--- src/rtl/phi_clk_pkg.sv ---
// Shared types and constants for the PHI2 clock generator.
package phi_clk_pkg;

  typedef enum logic [1:0] {
    IDLE    = 2'd0,
    LOW     = 2'd1,
    HIGH    = 2'd2,
    STRETCH = 2'd3
  } phi_state_t;

  localparam int PHI_MIN_DIV = 2;

endpackage

--- src/rtl/phi2_clock_gen.sv ---
// Programmable PHI2 generator: divides i_Clk by a loadable ratio, emits rise/fall enables.
// Optional wait-state stretching of the high phase is enabled with `define PHI2_STRETCH_EN.
module phi2_clock_gen
  import phi_clk_pkg::*;
#(
  parameter int unsigned CNT_W    = 4,
  parameter int unsigned DEF_DIV  = 4,
  parameter int unsigned DEF_HIGH = 2
) (
  input  logic             i_Clk,
  input  logic             i_Rst_n,
  input  logic             i_Run,
  input  logic             i_Load,
  input  logic [CNT_W-1:0] i_Div,
  input  logic [CNT_W-1:0] i_High,
  input  logic             i_Stretch,
  output logic             o_Phi2,
  output logic             o_Rise_En,
  output logic             o_Fall_En,
  output logic             o_Load_Ack,
  output logic             o_Load_Err,
  output logic             o_Running,
  output phi_state_t       o_State
);

  localparam logic [CNT_W-1:0] MIN_DIV  = CNT_W'(PHI_MIN_DIV);
  localparam logic [CNT_W-1:0] ONE      = CNT_W'(1);
  localparam logic [CNT_W-1:0] DIV_RST  = CNT_W'(DEF_DIV);
  localparam logic [CNT_W-1:0] HIGH_RST = CNT_W'(DEF_HIGH);

  phi_state_t       state, state_d;
  logic [CNT_W-1:0] cnt, cnt_d;
  logic [CNT_W-1:0] act_div, act_high, pend_div, pend_high;
  logic             pend_valid;
  logic [CNT_W-1:0] low_len;
  logic             load_ok, apply, boundary, rise_d, fall_d, stretch_req;

`ifdef PHI2_STRETCH_EN
  assign stretch_req = i_Stretch;
`else
  logic unused_stretch;
  assign unused_stretch = i_Stretch;
  assign stretch_req    = 1'b0;
`endif

  // i_Load is a one-cycle strobe with no back-pressure: a valid request is
  // always accepted into the pending slot (latest wins) and acknowledged by
  // o_Load_Ack when it becomes active; an invalid one gets o_Load_Err.
  assign load_ok = (i_Div >= MIN_DIV) && (i_High != '0) && (i_High <= (i_Div - ONE));
  assign low_len = act_div - act_high;
  assign o_State = state;

  always_comb begin
    state_d  = state;
    cnt_d    = cnt;
    apply    = 1'b0;
    boundary = 1'b0;
    rise_d   = 1'b0;
    fall_d   = 1'b0;
    case (state)
      IDLE: begin
        if (i_Run) begin
          state_d = LOW;
          cnt_d   = '0;
          apply   = 1'b1;
        end
      end
      LOW: begin
        cnt_d = cnt + ONE;
        if (cnt == (low_len - ONE)) begin
          state_d = HIGH;
          rise_d  = 1'b1;
        end
      end
      HIGH: begin
        if (cnt == (act_div - ONE)) begin
          if (stretch_req) state_d = STRETCH;
          else             boundary = 1'b1;
        end else begin
          cnt_d = cnt + ONE;
        end
      end
      STRETCH: begin
        // Counter stays frozen at the last high count until the request drops.
        if (!stretch_req) boundary = 1'b1;
      end
      default: state_d = IDLE;
    endcase

    if (boundary) begin
      cnt_d  = '0;
      fall_d = 1'b1;
      if (i_Run) begin
        state_d = LOW;
        apply   = 1'b1;
      end else begin
        state_d = IDLE;
      end
    end
  end

  always_ff @(posedge i_Clk or negedge i_Rst_n) begin
    if (!i_Rst_n) begin
      state      <= IDLE;
      cnt        <= '0;
      o_Phi2     <= 1'b0;
      o_Rise_En  <= 1'b0;
      o_Fall_En  <= 1'b0;
      o_Load_Ack <= 1'b0;
      o_Load_Err <= 1'b0;
      o_Running  <= 1'b0;
      act_div    <= DIV_RST;
      act_high   <= HIGH_RST;
      pend_div   <= DIV_RST;
      pend_high  <= HIGH_RST;
      pend_valid <= 1'b0;
    end else begin
      state      <= state_d;
      cnt        <= cnt_d;
      o_Phi2     <= (state_d == HIGH) || (state_d == STRETCH);
      o_Rise_En  <= rise_d;
      o_Fall_En  <= fall_d;
      o_Load_Ack <= apply && pend_valid;
      o_Load_Err <= i_Load && !load_ok;
      o_Running  <= (state_d != IDLE);

      if (apply && pend_valid) begin
        act_div  <= pend_div;
        act_high <= pend_high;
      end
      // A load on the applying edge refills the slot after the old value moved.
      if (i_Load && load_ok) begin
        pend_div   <= i_Div;
        pend_high  <= i_High;
        pend_valid <= 1'b1;
      end else if (apply) begin
        pend_valid <= 1'b0;
      end
    end
  end

endmodule

--- config.mk ---
export PLATFORM = sky130hd
export DESIGN_NAME = phi2_clock_gen
export DESIGN_NICKNAME = d
export VERILOG_FILES = /design/src/rtl/phi_clk_pkg.sv /design/src/rtl/phi2_clock_gen.sv
export SDC_FILE = /design/constraint.sdc
export NUM_CORES = 1
export LEC_CHECK = 0
export BUFFER_PORTS_ARGS = -buffer_cell sky130_fd_sc_hd__buf_2
export CORE_ASPECT_RATIO = 1.1
export CORE_MARGIN = 2
export CORE_UTILIZATION = 50
export CTS_CLUSTER_SIZE = 25
export DETAILED_ROUTE_END_ITERATION = 12
export GPL_TIMING_DRIVEN = 0
export PLACE_DENSITY = 0.78
export SETUP_SLACK_MARGIN = 0.4
export SYNTH_ARGS = -nofsm -noshare
export SYNTH_HDL_FRONTEND = slang
export SYNTH_SLANG_ARGS = --single-unit
--- constraint.sdc ---
create_clock -name i_Clk -period 2.9 [get_ports i_Clk]
set_clock_uncertainty 0.15 [all_clocks]
set_input_delay 0.29 -clock i_Clk [delete_from_list [all_inputs] [get_ports i_Clk]]
set_output_delay 0.29 -clock i_Clk [all_outputs]
set_load 0.05 [all_outputs]
# Yosys cells after proc, flatten, opt, wreduce, memory -nomap -nowiden
# Index checks and enable logic that the tools add are counted.
# totals
regBits	29
input_bits	13
out_inout_bits	8
word_cells	62
# classes
add_sub_neg	5
magnitude_cmp	2
eq_ne	9
muxes	20
reduce_logical	13
# ops
op	n
$mux 4	3
$pmux 4 s3	1
$sub 4x1->4 const B	3
$mux 1	11
$eq 2x2->1 const B	4
$eq 4x4->1	2
$reduce_bool 4->1	2
$mux 2	3
$ne 3x3->1 const B	2
$logic_and 1x1->1	5
$add 4x1->4 const B	1
$ge 4x2->1 const B	1
$le 4x4->1	1
$pmux 2 s2	1
$reduce_bool 2->1	2
$sub 4x4->4	1
$reduce_and 3->1	1
$eq 2x1->1 const B	1
$logic_not 2->1	1
$pmux 1 s2	1
$logic_not 1->1	1
$logic_or 1x1->1	1

# Logic depth before layout (Yosys ltp)
# Gate-level depths: netlist of the first run.
# logic_depth
word_depth	8
ltp_mapped	9

# Worst setup path after synthesis of the first run
# No wires, ideal clock.
# synth_timing
path_type	input port to flip-flop
start	input port i_Div[0]
end	register pend_div[0]
setup_ps	125
arrival_time_ps	2148
t_required_ps	2625
path_slack_ps	478
path_stages	8
path_buffers	0
cell_sequence	inv_1 > ha_1 > ha_1 > nor2b_1 > o21ai_0 > a21oi_1 > nor4b_4 > mux2_2
# synth_via
elab_chain_cells	4
# synth_rtl
item	line_no	rtl
start, declared	phi2_clock_gen.sv:14	input logic [CNT_W-1:0] i_Div,
$sub 4x1->4 or $ge 4x2->1 (tied branches)	phi2_clock_gen.sv:49	assign load_ok = (i_Div >= MIN_DIV) && (i_High != '0) && (i_High <= (i_Div - ONE));
$le 4x4->1 or $logic_and 1x1->1 (tied branches)	phi2_clock_gen.sv:49	
$logic_and 1x1->1	phi2_clock_gen.sv:49	
$logic_and 1x1->1	phi2_clock_gen.sv:132	if (i_Load && load_ok) begin
end signal, assigned	phi2_clock_gen.sv:133	pend_div <= i_Div;
end, declared	phi2_clock_gen.sv:33	logic [CNT_W-1:0] act_div, act_high, pend_div, pend_high;
# Parallel ways exist; a longest one is shown, timed or not.
# A chain may end at the register's enable or synchronous reset.

# Worst setup path in the final report of the first run
# layout_timing
start	register act_high[0]
end	register state[0] (netlist: o_State[0])
# layout_via
elab_chain_cells	6
# layout_rtl
item	line_no	rtl
start, declared	phi2_clock_gen.sv:33	
start signal, assigned	phi2_clock_gen.sv:129	act_high <= pend_high;
$sub 4x4->4	phi2_clock_gen.sv:50	assign low_len = act_div - act_high;
$sub 4x1->4	phi2_clock_gen.sv:70	if (cnt == (low_len - ONE)) begin
$eq 4x4->1	phi2_clock_gen.sv:70	
$mux 2	phi2_clock_gen.sv:70	
$pmux 2 s2	phi2_clock_gen.sv:60	case (state)
$mux 2	phi2_clock_gen.sv:90	if (boundary) begin
named net state_d[0]	phi2_clock_gen.sv:31	phi_state_t state, state_d;
end signal, assigned	phi2_clock_gen.sv:118	state <= state_d;
end, declared	phi2_clock_gen.sv:31	
# The timed path passes the listed nets, and every way through them passes these cells.

==> results of run 1 <==
==> cell families after synthesis <==
group           count (synthesis)  synth area share (%)
fa+ha+maj                      16                  12.3
xor+xnor                       14                  7.28
flops                          29                  43.4
mux                            17                  13.1
simple gates                   28                  10.3
buf+inv                        17                  4.38
compound gates                 21                  9.21
==> cell type report <==
cell class              instances  area, sq um  share of cell area (%)
repair buffers                 22          120                    6.17
inverters                      16         65.1                    3.34
clock buffers                   7         55.1                    2.83
clock inverters                 1         30.0                    1.54
multi-input cells              96          888                    45.6
well taps                      36         45.0                    2.31
plain buffers                   1         11.3                   0.578
flip-flops and latches         29          732                    37.6
==> what timing repair did <==
action	CTS	global route
endpoints found under the hold margin	25	0
buffers inserted	0	1
hold buffers	1	0
endpoints found under the setup margin	0	17
resized for setup	0	4
==> worst min path at each step <==
stage / startpoint / end / depth (start not counted)
CTS: i_Load / o_Load_Err$_DFF_PN0_ / 2
global placement: i_Rst_n / o_Rise_En$_DFF_PN0_ / 1
detailed placement: i_Rst_n / o_Rise_En$_DFF_PN0_ / 1
floorplan: i_Rst_n / act_div[0]$_DFFE_PN0P_ / 0
finish: i_Load / o_Load_Err$_DFF_PN0_ / 2
global route: i_Load / o_Load_Err$_DFF_PN0_ / 2
==> registers in the layout, indices dropped and copies added, names as in the netlist <==
register	flops
o_Load_Err	1
act_div	4
pend_valid	1
cnt	4
o_Rise_En	1
act_high	4
pend_high	4
o_State	2
o_Load_Ack	1
o_Fall_En	1
o_Running	1
pend_div	4
o_Phi2	1
==> layer usage <==
layer,track usage [%],vias to the layer above,wire (microns)
met3,5.59,8,132
li1,-,565,-
met5,0,-,0
met2,30.2,23,1590
met4,6.25,0,58
met1,21.5,551,1260
==> report_power, final <==
part | total (W) | switching, W | leakage (nW) | internal [W]
logic | 0.00109 | 0.000574 | 0.595 | 0.000519
registers | 0.000695 | 0.000124 | 0.351 | 0.000571
clock network | 0.000347 | 0.000141 | 0.0455 | 0.000206
total | 0.00214 | 0.000839 | 0.992 | 0.00130
==> critical path, stage by stage (launching register included) <==
cell	delay, ns
dfrtp_1	0.39
inv_1	0.06
ha_1	0.16
inv_1	0.06
fa_1	0.41
xnor2_2	0.16
xnor2_1	0.12
and3_1	0.22
a2111o_1	0.40
a31oi_1	0.18
==> cell usage in the layout, fill, tap and decap left out, types with 4 or more instances in the layout <==
master | netlist | final
nor2_1 | 4 | 4
nand3_1 | 6 | 6
dfrtp_1 | 25 | 24
xor2_1 | 6 | 6
inv_1 | 15 | 15
nor4_1 | 4 | 4
buf_2 | 0 | 19
o21ai_0 | 4 | 4
mux2_4 | 8 | 8
a21oi_1 | 4 | 4
xnor2_1 | 8 | 7
dfstp_2 | 4 | 4
clkbuf_4 | 0 | 6
ha_1 | 15 | 15
mux2_2 | 9 | 9
nor3_1 | 4 | 4
==> metrics by stage <==
stage          area (sq um)  total power (W)  worst slack, ns
2_1_floorplan          1690          0.00153            0.478
3_3_place_gp           1830          0.00170            0.181
3_5_place_dp           1830          0.00175            0.113
4_1_cts                1920          0.00211            0.406
5_1_grt                1950          0.00229            0.403
6_report               1950          0.00214            0.514
==> results.sh, run 1 <==
export IMPL_critPathLaunchType="register"
export IMPL_antenna_found_initial=0
export IMPL_die_area_sq_um=3850
export IMPL_period_share_pct=82.3
export IMPL_r2r_end="o_State[0]$_DFF_PN0_"
export IMPL_finalNonFillerCells=208
export IMPL_irDropWorstVdd_mv=0.408
export IMPL_synth_nets=171
export IMPL_synth_edf_count=0
export IMPL_synth_common_cells="dfrtp_1 (25), ha_1 (15), inv_1 (15)"
export IMPL_synth_area_sq_um=1690
export IMPL_worstPathArrival_ns=2.49
export IMPL_num_fill_cells=281
export IMPL_yosys_area_top_type="dfrtp_1"
export IMPL_finalHoldViolCount=0
export IMPL_holdWs_ns=0.0498
export IMPL_initial_core_util_pct=51.5
export IMPL_io_buffer_count=19
export IMPL_grt_pass1_wl_microns=5180
export IMPL_clk_pin_slew_worst_paths_ns=0.10
export IMPL_status="finished, final reports clean"
export IMPL_via_per_inst=5.51
export IMPL_dpl_hpwl_microns=2330
export IMPL_die_y_microns=64.9
export IMPL_cellPowerDensity_nw_per_um2=1100
export IMPL_ioPinCount=21
export IMPL_rr_worst_depth=9
export IMPL_yosysUniqueCellTypes=36
export IMPL_period_needed_ns=2.39
export IMPL_cts_path_max_buffers=2
export IMPL_setup_viol=0
export IMPL_synth_most_common_cell="dfrtp_1"
export IMPL_rrSetupSlack_ns=0.51
export IMPL_grt_pass1_vias=1151
export IMPL_cp_max_fo=2
export IMPL_p_leak_nw=0.992
export IMPL_cp_required_ns=3.00
export IMPL_syn_inst=142
export IMPL_reg2reg_from="act_high[0]$_DFFE_PN0P_"
export IMPL_drive_gt1_share_pct=33.7
export IMPL_rsz0062_at_grt="no"
export IMPL_vias=1147
export IMPL_postRouteWirelength_microns=3050
export IMPL_seq_area_frac_synth_pct=43.4
export IMPL_root_buffer="clkbuf_4"
export IMPL_report_final_slew_viol_count=0
export IMPL_clock_latency_ns=0.33
export IMPL_coreArea_sq_um=3280
export IMPL_setup_worst_path_end_class="register"
export IMPL_area_delta_synth_final_pct=15.5
export IMPL_ant_nets=0
export IMPL_synth_area_leaders="dfrtp_1 (37%), ha_1 (11%), mux2_4 (7.1%), dfstp_2 (6.2%), mux2_2 (6.0%)"
export IMPL_grt_ovfl_total=0
export IMPL_drc_errors=0
export IMPL_async_reset_ff_share_pct=100
export IMPL_n_antenna_cell=0
export IMPL_drt_iter0_markers=60
export IMPL_worstSetupPathType="register to register"
export IMPL_utilization_pct=59.4
export IMPL_synth_top_area_share_pct=37.1
export IMPL_critPathLaunch="act_high[0]$_DFFE_PN0P_"
export IMPL_min_path_type="input pin to register"
export IMPL_setup_tns_ns=0
export IMPL_synthFlopType="dfrtp_1"
export IMPL_firstDrtPassIters=3
export IMPL_max_freq_ghz=0.419
export IMPL_avgSynthCellArea_sq_um=11.9
export IMPL_tightest_slew_ns=0.685
export IMPL_maxCapViolations=0
export IMPL_yosys_register_bits=29
export IMPL_rows=22
export IMPL_track_usage_pct=18.1
export IMPL_relSlewSlack_pct=53.9
export IMPL_layout_nets=200
export IMPL_htree_levels=2
export IMPL_cts_made_buffers=5
export IMPL_yosys_warnings=0
export IMPL_cts_sinks=29
export IMPL_die_x_microns=59.4
export IMPL_dp_cells=197
export IMPL_cts_tree="yes"
export IMPL_crit_end="o_State[0]$_DFF_PN0_"
export IMPL_place_gp_congestion=0.795
export IMPL_grt_max_degree=30
export IMPL_routedWlPerCell_microns=14.7
(Power assumes the default switching activity.)
==> inputs of run 2 (changes only) <==
--- a/config.mk
+++ b/config.mk
@@ -5,6 +5,7 @@
 export SDC_FILE = /design/constraint.sdc
 export NUM_CORES = 1
 export LEC_CHECK = 0
+export ABC_AREA = 1
 export BUFFER_PORTS_ARGS = -buffer_cell sky130_fd_sc_hd__buf_2
 export CORE_ASPECT_RATIO = 1.1
 export CORE_MARGIN = 2
@@ -12,7 +13,7 @@
 export CTS_CLUSTER_SIZE = 25
 export DETAILED_ROUTE_END_ITERATION = 12
 export GPL_TIMING_DRIVEN = 0
-export PLACE_DENSITY = 0.78
+export PLACE_DENSITY = 0.81
 export SETUP_SLACK_MARGIN = 0.4
 export SYNTH_ARGS = -nofsm -noshare
 export SYNTH_HDL_FRONTEND = slang
==> constraint.sdc (replaced) <==
create_clock -name i_Clk -period 2 [get_ports i_Clk]
set_clock_uncertainty 0.15 [all_clocks]
set_input_delay 0.2 -clock i_Clk [delete_from_list [all_inputs] [get_ports i_Clk]]
set_output_delay 0.2 -clock i_Clk [all_outputs]
set_load 0.05 [all_outputs]
==> results.sh, run 2 <==
export IMPL_status="complete, but fails checks"
export IMPL_violations="negative setup slack"
export IMPL_dpl_hpwl_microns=2660
export IMPL_min_path_type="input pin to register"
export IMPL_worstSetupPathType="register to register"
export IMPL_drt_iter0_markers=88
export IMPL_synth_most_common_cell="nand2_1"
export IMPL_total_power_w=0.00342
export IMPL_synth_nets=266
export IMPL_critical_path_cell_chain="buf_4 -> buf_6 -> inv_4 -> ha_4 -> nand2_1 -> nand3_1 -> nor2_2 -> nand3_4 -> nand3_4 -> nand3_4 -> nand2_2 -> nand2_2"
export IMPL_cp_required_ns=2.06
export IMPL_synthFlopType="dfrtp_1"
export IMPL_ant_nets=0
export IMPL_initial_core_util_pct=53.0
export IMPL_drc_errors=0
export IMPL_max_freq_ghz=0.484
export IMPL_synthSimpleGateAreaFrac_pct=32.4
export IMPL_yosys_area_top_type="dfrtp_1"
export IMPL_critPathLaunchType="register"
export IMPL_synth_xor_area_share_pct=2.42
export IMPL_grtUsageMet3_pct=5.05
export IMPL_track_usage_pct=23.6
export IMPL_met1_usage_pct=25.2
export IMPL_relSlewSlack_pct=58.8
export IMPL_fin_ws_ns=-0.0661
export IMPL_vias=1711
export IMPL_path_delay_family="simple AND/OR/NAND/NOR gates"
export IMPL_holdWs_ns=0.0237
export IMPL_via_per_inst=5.12
export IMPL_grt_pass1_vias=1649
export IMPL_cp_max_fo=6
export IMPL_synth_top_family_by_area="simple AND/OR/NAND/NOR gates"
export IMPL_antenna_found_initial=0
export IMPL_grt_max_degree=30
export IMPL_synth_common_cells="nand2_1 (84), inv_1 (37), dfrtp_1 (25)"
export IMPL_coreArea_sq_um=3410
export IMPL_finalHoldViolCount=0
export IMPL_yosysUniqueCellTypes=25
export IMPL_cts_path_max_buffers=2
export IMPL_synth_edf_count=0
export IMPL_grtUsageMet2_pct=42.8
export IMPL_seq_area_frac_synth_pct=40.4
export IMPL_setup_tns_ns=-0.543
export IMPL_layout_common_cells="nand2_1 (64), inv_1 (29), dfrtp_1 (22)"
export IMPL_routedWlPerCell_microns=13.8
export IMPL_firstDrtPassIters=4
export IMPL_synth_top_area_share_pct=34.6
export IMPL_postRouteWirelength_microns=4600
export IMPL_n_antenna_cell=0
export IMPL_synth_area_leaders="dfrtp_1 (35%), nand2_1 (17%), ha_1 (10%), inv_1 (7.7%), dfstp_2 (5.8%)"
export IMPL_die_area_sq_um=4120
export IMPL_p_leak_nw=1.30
export IMPL_hold_start="i_Div[0]"
export IMPL_yosys_warnings=0
export IMPL_period_needed_ns=2.07
export IMPL_num_fill_cells=277
export IMPL_utilization_pct=73.1
export IMPL_grt_pass1_wl_microns=7030
export IMPL_root_buffer="clkbuf_4"
export IMPL_period_share_pct=103
export IMPL_slowest_delay_ns=0.43
export IMPL_worstPathArrival_ns=2.13
export IMPL_maxCapViolations=0
export IMPL_irDropWorstVdd_mv=0.607
export IMPL_tightest_slew_ns=0.618
export IMPL_syn_inst=237
export IMPL_synth_compound_area_share_pct=4.56
export IMPL_muxShareOfSynthArea_pct=0
export IMPL_cpMostUsedCell="nand3_4"
export IMPL_ioPinCount=21
export IMPL_cts_sinks=29
export IMPL_grt_ovfl_total=0
export IMPL_synth_area_sq_um=1810
export IMPL_avgSynthCellArea_sq_um=7.63
export IMPL_area_delta_synth_final_pct=37.9
export IMPL_die_y_microns=67.1
export IMPL_die_x_microns=61.4
export IMPL_clk_pin_slew_worst_paths_ns=0.10
export IMPL_rsz0062_at_grt="yes"
export IMPL_detailedPlace_worstSlack_ns=-0.218
export IMPL_reg2reg_from="act_div[0]$_DFFE_PN0P_"
export IMPL_clock_latency_ns=0.32
export IMPL_report_final_slew_viol_count=0
export IMPL_layout_nets=314
export IMPL_drive_gt1_share_pct=36.7
export IMPL_grt_busiest_layer="met2"
export IMPL_final_common_cell="nand2_1"
export IMPL_io_buffer_count=19
export IMPL_place_gp_congestion=0.810
export IMPL_setup_viol=14
export IMPL_cts_made_buffers=5
export IMPL_async_reset_ff_share_pct=100
export IMPL_htree_levels=2
export IMPL_critPathLaunch="act_div[0]$_DFFE_PN0P_"
export IMPL_setup_worst_path_end_class="register"
export IMPL_crit_buf_inv=3
export IMPL_rows=22
export IMPL_cts_tree="yes"
export IMPL_cellPowerDensity_nw_per_um2=1370
export IMPL_cp_slowest_cell="dfrtp_2"
export IMPL_synthAdderAreaFrac_pct=11.5
export IMPL_yosys_register_bits=29
==> run 2: cell count changes after synthesis, moves of 7 or more <==
cell,delta
inv_1,+22
mux2_2,-9
mux2_4,-8
nand2_1,+83
nand3_1,+8
nand4_1,+10
nor2_1,+7
==> run 2: logic make-up after synthesis <==
kind of cell	count (synthesis)
AND/OR/NAND/NOR	129
buffers and inverters	42
XOR/XNOR	5
flip-flops	29
adder cells (fa/ha/maj)	16
AO/OA/AOI/OAI	16
==> run 2: worst reg2reg max path: stages, from the launching register on <==
cell and delay, ns:
dfrtp_2 0.43, buf_4 0.14, buf_6 0.11, inv_4 0.06
ha_4 0.19, nand2_1 0.06, nand3_1 0.09, nor2_2 0.13
nand3_4 0.14, nand3_4 0.15, nand3_4 0.13, nand2_2 0.12
nand2_2 0.06
==> run 2: through the flow <==
| stage | area [sq um] | cells |
|---|---|---|
| final | 2490 | 334 |
| after global routing | 2490 | 334 |
| after CTS | 2330 | 328 |
| after detailed placement | 2000 | 304 |
| after global placement | 2000 | 304 |
| after floorplan | 1840 | 237 |
==> run 2: final timing paths <==
path	end	slack (ns)	cells after the start
worst min register to register	pend_high[1]$_DFFE_PN1P_	0.31	2
worst max-delay path	act_high[3]$_DFFE_PN0P_	-0.07	12
worst min-delay path	pend_div[0]$_DFFE_PN0P_	0.02	3
max in group asynchronous	o_State[1]$_DFF_PN0_	0.99	2
min in group asynchronous	act_div[3]$_DFFE_PN0P_	0.27	2
worst max register to register	act_high[3]$_DFFE_PN0P_	-0.07	12
==> run 2: where the power goes <==
group | total [W] | internal (W) | switching [W]
Clock | 0.000402 | 0.000204 | 0.000199
Combinational | 0.00201 | 0.000768 | 0.00124
Sequential | 0.00101 | 0.000811 | 0.000196
==> run 2: what timing repair did <==
| action | in CTS | in global routing |
|---|---|---|
| buffers inserted | 8 | 5 |
| hold buffers | 6 | 1 |
| pin swaps | 19 | 14 |
| setup endpoints to repair | 28 | 28 |
| gates cloned | 2 | 0 |
| hold endpoints to repair | 30 | 1 |
| gates resized for setup | 31 | 32 |
==> run 2: per-layer routing <==
metal / part of all wire, % / wire, microns
met5: 0 / 0
met4: 3.5 / 161
met3: 3.5 / 160
met2: 55 / 2550
met1: 38 / 1730
==> run 2: final cells by class <==
class                      instances  area [sq um]  area share, %
clock inverter                     1          5.00          0.201
inverter                          39           151           6.07
buffer                             3          18.8          0.752
tap                               48          60.1           2.41
timing repair buffer              40           305           12.2
sequential                        29           734           29.4
multi-input combinational        167          1150           46.3
clock buffer                       7          65.1           2.61
